$ cat config.mk
export PLATFORM = sky130hd
export DESIGN_NAME = result_reader
export DESIGN_NICKNAME = d
export VERILOG_FILES = /design/src/rtl/result_pkg.sv /design/src/rtl/result_skid_buffer.sv /design/src/rtl/result_reader.sv
export SDC_FILE = /design/constraint.sdc
export NUM_CORES = 1
export LEC_CHECK = 0
export ABC_CLOCK_PERIOD_IN_PS = 3100
export CELL_PAD_IN_SITES_DETAIL_PLACEMENT = 0
export CELL_PAD_IN_SITES_GLOBAL_PLACEMENT = 1
export CORE_ASPECT_RATIO = 1.25
export CORE_MARGIN = 5
export CORE_UTILIZATION = 38
export CTS_BUF_LIST = sky130_fd_sc_hd__clkbuf_8
export DETAILED_ROUTE_END_ITERATION = 7
export PLACE_DENSITY_LB_ADDON = 0.1
export SLEW_MARGIN = 5
export SYNTH_ARGS = -nofsm -noshare
export SYNTH_HDL_FRONTEND = slang
export SYNTH_SLANG_ARGS = --single-unit
$ cat constraint.sdc
create_clock -name clock -period 3.1 [get_ports clock]
set_clock_uncertainty 0.05 [all_clocks]
set_input_delay 0.93 -clock clock [delete_from_list [all_inputs] [get_ports clock]]
set_output_delay 0.93 -clock clock [all_outputs]
set_load 0.03 [all_outputs]
$ cat src/rtl/result_pkg.sv
// Shared types and address bases for the result RAM readout.
package result_pkg;

    typedef enum logic [1:0] {
        StIdle,
        StFetch,
        StDrain,
        StDone
    } result_state_t;

    localparam int unsigned LOWER_BASE = 0;
    localparam int unsigned UPPER_BASE = 64;

endpackage

$ cat src/rtl/result_skid_buffer.sv
// Two-entry FIFO with occupancy count; absorbs RAM reads already in flight under backpressure.
module result_skid_buffer #(
    parameter int unsigned Width = 8
) (
    input  logic             clock,
    input  logic             reset,
    input  logic             push,
    input  logic [Width-1:0] push_data,
    output logic [Width-1:0] out_entry,
    output logic             out_valid,
    input  logic             out_ready,
    output logic [1:0]       count
);

    logic [Width-1:0] mem_q [2];
    logic [Width-1:0] mem_d [2];
    logic             wr_ptr_q, wr_ptr_d;
    logic             rd_ptr_q, rd_ptr_d;
    logic [1:0]       count_q, count_d;
    logic             pop;

    assign out_valid = (count_q != 2'd0);
    assign out_entry = mem_q[rd_ptr_q];
    assign count     = count_q;
    assign pop       = out_valid && out_ready;

    always_comb begin
        mem_d    = mem_q;
        wr_ptr_d = wr_ptr_q;
        rd_ptr_d = rd_ptr_q;
        if (push) begin
            mem_d[wr_ptr_q] = push_data;
            wr_ptr_d        = ~wr_ptr_q;
        end
        if (pop) begin
            rd_ptr_d = ~rd_ptr_q;
        end
        count_d = count_q + {1'b0, push} - {1'b0, pop};
    end

    always_ff @(posedge clock) begin
        if (reset) begin
            mem_q    <= '{default: '0};
            wr_ptr_q <= 1'b0;
            rd_ptr_q <= 1'b0;
            count_q  <= 2'd0;
        end else begin
            mem_q    <= mem_d;
            wr_ptr_q <= wr_ptr_d;
            rd_ptr_q <= rd_ptr_d;
            count_q  <= count_d;
        end
    end

endmodule

$ cat src/rtl/result_reader.sv
// Streams the result matrix out of the dual-port result RAM as {upper, lower} beats.
// Optional golden-data checker enabled by defining RESULT_CHECK_EN.
module result_reader
    import result_pkg::*;
#(
    parameter int unsigned ADDR_WIDTH = 7,
    parameter int unsigned DATA_WIDTH = 32,
    parameter int unsigned WORDS      = 64
) (
    input  logic                    clock,
    input  logic                    reset,
    input  logic                    start,
    output logic [ADDR_WIDTH-1:0]   ram_addr_a,
    output logic [ADDR_WIDTH-1:0]   ram_addr_b,
    input  logic [DATA_WIDTH-1:0]   ram_rdata_a,
    input  logic [DATA_WIDTH-1:0]   ram_rdata_b,
    output logic [2*DATA_WIDTH-1:0] out_data,
    output logic [ADDR_WIDTH-2:0]   out_index,
    output logic                    out_valid,
    input  logic                    out_ready,
    output logic                    out_last,
    output logic                    busy,
    output logic                    done
`ifdef RESULT_CHECK_EN
    ,
    output logic [ADDR_WIDTH-2:0]   gold_addr,
    input  logic [2*DATA_WIDTH-1:0] gold_rdata,
    output logic [ADDR_WIDTH-1:0]   mismatch_count
`endif
);

    localparam int unsigned IdxWidth   = ADDR_WIDTH - 1;
    localparam int unsigned EntryWidth = 2 * DATA_WIDTH + IdxWidth + 1;
    localparam logic [IdxWidth-1:0] LastIdx = IdxWidth'(WORDS - 1);

    result_state_t state_q, state_d;
    logic [IdxWidth-1:0] k_q, k_d;
    logic [IdxWidth-1:0] rd_idx_q, rd_idx_d;
    logic                inflight_q, inflight_d;
    logic                issue, start_accept, hs;
    logic [1:0]          occ;
    logic [2:0]          level;
    logic [EntryWidth-1:0] push_entry, head_entry;

    assign ram_addr_a = ADDR_WIDTH'(LOWER_BASE) + ADDR_WIDTH'(k_q);
    assign ram_addr_b = ADDR_WIDTH'(UPPER_BASE) + ADDR_WIDTH'(k_q);
    assign hs         = out_valid && out_ready;
    // Slots committed after this cycle: buffered minus the beat leaving now, plus the read in flight.
    assign level      = {1'b0, occ} + {2'b0, inflight_q} - {2'b0, hs};

    always_ff @(posedge clock) begin
        if (reset) begin
            state_q <= StIdle;
        end else begin
            state_q <= state_d;
        end
    end

    always_comb begin
        state_d = state_q;
        unique case (state_q)
            StIdle:  if (start) state_d = StFetch;
            StFetch: if (issue && k_q == LastIdx) state_d = StDrain;
            StDrain: if (hs && out_last) state_d = StDone;
            StDone:  if (start) state_d = StFetch;
            default: state_d = StIdle;
        endcase
    end

    always_comb begin
        busy         = (state_q == StFetch) || (state_q == StDrain);
        done         = (state_q == StDone);
        start_accept = start && ((state_q == StIdle) || (state_q == StDone));
        issue        = (state_q == StFetch) && (level < 3'd2);
    end

    always_comb begin
        k_d        = k_q;
        rd_idx_d   = k_q;
        inflight_d = issue;
        if (start_accept) begin
            k_d = '0;
        end else if (issue) begin
            k_d = k_q + 1'b1;
        end
    end

    always_ff @(posedge clock) begin
        if (reset) begin
            k_q        <= '0;
            rd_idx_q   <= '0;
            inflight_q <= 1'b0;
        end else begin
            k_q        <= k_d;
            rd_idx_q   <= rd_idx_d;
            inflight_q <= inflight_d;
        end
    end

    assign push_entry = {ram_rdata_b, ram_rdata_a, rd_idx_q, (rd_idx_q == LastIdx)};

    result_skid_buffer #(
        .Width (EntryWidth)
    ) u_skid (
        .clock     (clock),
        .reset     (reset),
        .push      (inflight_q),
        .push_data (push_entry),
        .out_entry (head_entry),
        .out_valid (out_valid),
        .out_ready (out_ready),
        .count     (occ)
    );

    assign {out_data, out_index, out_last} = head_entry;

`ifdef RESULT_CHECK_EN
    logic [ADDR_WIDTH-1:0] mismatch_q, mismatch_d;

    assign gold_addr      = k_q;
    assign mismatch_count = mismatch_q;

    always_comb begin
        mismatch_d = mismatch_q;
        if (start_accept) begin
            mismatch_d = '0;
        end else if (inflight_q && (gold_rdata != {ram_rdata_b, ram_rdata_a})
                     && (mismatch_q != '1)) begin
            mismatch_d = mismatch_q + 1'b1;
        end
    end

    always_ff @(posedge clock) begin
        if (reset) begin
            mismatch_q <= '0;
        end else begin
            mismatch_q <= mismatch_d;
        end
    end
`endif

endmodule

==> impl_results.md <==
- Yosys Warn Count: 0
- Worst path max stage delay: 0.60 ns
- Hold path startpoint: u_skid.mem_q[124]
- Hold endpoint: u_skid.mem_q[124]
- Die width: 125 um
- Most frequent cells in the layout: dfxtp_1 (160), nand2_1 (147), clkdlybuf4s50_1 (126)
- Die area: 19200 um2
- Die Y: 154 um
- TritonCTS clock tree: yes
- Diode count: 0
- Gpl congestion: 0.780
- Core area: 16200 um2
- CP Capture Type: output pin
- Capturing point of the worst reg2reg path: state_q[1]
- Number of global-route vias before repair: 5420
- Post-Syn Area: 6280 um2
- Max Fclk: 0.331 GHz
- Syn Area/Cell: 9.70 um2
- Worst setup slack after placement: -0.279 ns
- Post-DP HPWL: 11.2 mm
- Hold WC Path Type: reg2reg
- Total CTS buffers: 17
- Max FO, Critical Path: 19
- Largest net degree at the start of global routing: 54
- PortBufs: 153
- CP startpoint kind: register
- Drt pass-1 iters: 4
- Reg2reg setup slack: 0.75 ns
- Power Dens Cells: 645 nW/um2
- WL/cell: 17.3 um
- EDFF count, synth: 0
- WHS Path Cells: 2
- Tightest Pin Transition: 0.662 ns
- IO Count: 156
- CTS Root Cell: clkbuf_8
- Most used flip-flop cell after synthesis: dfxtp_1
- ANT nets after route: 0
- Total power draw: 0.00550 W
- CTS Buffer Depth: 2
- Residual DRC: 0
- CP Cell Sequence: buf_12 -> mux2_2 -> clkdlybuf4s50_1
- Layout Nets: 857
- First-pass GRT wire length: 27.8 mm
- Routed wire length: 17.5 mm
- Rows: 52
- Seq/Total Area, Yosys: 51.3%
- Max IR drop VDD: 0.000395 V
- Clock Latency Late Sink: 0.44 ns
- CP required: 2.12 ns
- Register-to-Register Path Depth: 10
- Ys async rst share: 0%
- Most common cell after layout, fill and taps aside: dfxtp_1
- Leak: 3.58 nW
- Family with the most delay on the worst path: buffers and inverters
- CP Class: reg2out
- R2r startpoint: u_skid.count[0]
- Synth Instances: 647
- CP bufs+invs: 2
- Setup slack after layout: 0.0775 ns
- GR Util All Layers: 17.8%
- Clock Sinks: 161
- Yosys reg bits: 161
- Final Hold Fails: 0
- Vias per cell: 5.05
- Unrepaired setup endpoints after global routing: false
- Clk slew on worst S/H paths: 0.08 ns
- Highest-delay cell along the critical path: clkdlybuf4s50_1
- Fin. max-slew vios: 0
- Via count: 5105
- Max Cap Violations: 0
- Layout cells sized above 1: 16.1%
- Syn nets: 722
- Crit path DAT: 2.04 ns
- Min Tclk post-route: 3.02 ns
- Final setup vio count: 0
- Starting density of the core: 38.8%
- Initial DRC Count: 327
- Grt total ovfl: 0
- Final Cycle Share: 97.5%
- Relative slew slack: 55.9%
- Clock H-tree levels: 4
- Status: finished, final reports clean
- Distinct cells, synth: 33
- Area growth syn-to-layout: 35.9%
- Initial antenna violation count: 0
## registers in the layout, indices dropped and copies added, names as in the netlist
register         count
inflight_q           1
k_q                  6
rd_idx_q             6
state_q              2
u_skid.count         2
u_skid.mem_q       142
u_skid.rd_ptr_q      1
u_skid.wr_ptr_q      1
## worst max-delay path by stage
| stage | endpoint | cells after the start | slack, ns | from |
|---|---|---|---|---|
| floorplan | state_q[0] | 8 | 0.22 | out_ready |
| global placement | state_q[0] | 9 | -0.18 | out_ready |
| detailed placement | state_q[1] | 10 | -0.28 | out_ready |
| CTS | out_data[36] | 3 | 0.002 | u_skid.rd_ptr_q |
| global route | out_data[55] | 3 | 0.0009 | u_skid.rd_ptr_q |
| finish | out_data[55] | 3 | 0.08 | u_skid.rd_ptr_q |
## area by class of cell
cell class | count | area [um2]
Sequential cell | 161 | 3230
Fill cell | 1491 | 7670
Clock buffer | 18 | 248
Tap cell | 216 | 270
Multi-Input combinational cell | 423 | 2820
Clock inverter | 13 | 170
Inverter | 7 | 26.3
Timing Repair Buffer | 172 | 1770
## per-stage QoR
step	instance area [um2]	TNS [ns]	std cells	hold WS, ns	util, %
2_1_floorplan	6280	0	647	0.384	-
3_3_place_gp	8040	-0.623	976	0.389	49.6
3_5_place_dp	8040	-1.36	976	0.394	49.6
4_1_cts	8470	0	1010	0.406	52.3
5_1_grt	8530	0	1010	0.423	52.7
6_report	8530	0	1010	0.403	52.7
## cell usage after synthesis, types with 2 or more instances
library cell / count / area, um2
nand2_1: 147 / 552
nor3_1: 3 / 15.0
clkbuf_1: 36 / 135
mux2_2: 70 / 788
xnor2_1: 5 / 43.8
conb_1: 2 / 7.51
dfxtp_1: 161 / 3220
nand3_1: 3 / 15.0
inv_1: 7 / 26.3
nand2b_1: 3 / 18.8
o21ai_0: 3 / 15.0
ha_1: 6 / 75.1
nor2_1: 13 / 48.8
buf_4: 8 / 60.1
a21oi_1: 74 / 370
nand4_1: 2 / 12.5
nor2b_1: 8 / 50.1
buf_1: 11 / 41.3
a22o_1: 71 / 622
## worst register-to-register path: stages (launching register included)
cell and delay, ns:
dfxtp_1 0.33, inv_1 0.06, nand3_1 0.10, o21ai_0 0.10
ha_1 0.20, fa_1 0.41, xnor2_2 0.18, o41ai_4 0.34
buf_4 0.18, a311oi_1 0.10, a31o_1 0.21
## kinds of logic (layout without fill, tap and decap cells)
kind of cell             Yosys count  after routing  synth area share, %
AO/OA/AOI/OAI                    154            154                 17.2
XOR/XNOR                           7              7                 1.10
adder cells (fa/ha/maj)            7              7                 1.51
buffers and inverters             63            210                 4.26
flip-flops                       161            161                 51.3
multiplexers                      72             72                 13.0
other                              2              2                0.120
AND/OR/NAND/NOR                  181            181                 11.6
## where the power goes
| part | leakage [nW] | internal (W) | total, W | switching, W |
|---|---|---|---|---|
| Combinational | 2.06 | 0.000660 | 0.00153 | 0.000870 |
| Sequential | 1.30 | 0.00224 | 0.00235 | 0.000110 |
| Clock | 0.224 | 0.000884 | 0.00163 | 0.000743 |
## per-layer routing
metal	GRT usage (%)	share of wire, %	vias to the layer above
met1	21.2	44	2484
li1	-	-	2488
met5	0	0	-
met2	31.2	51	119
met3	5.03	4.2	14
met4	5.63	1.1	0
## timing repair
| action | in CTS | in global routing |
|---|---|---|
| setup buffers | 3 | 0 |
| cloned | 0 | 0 |
| hold buffers | 0 | 0 |
| resized for setup | 3 | 23 |
| setup endpoints to repair | 60 | 23 |
(Power assumes the default switching activity.)
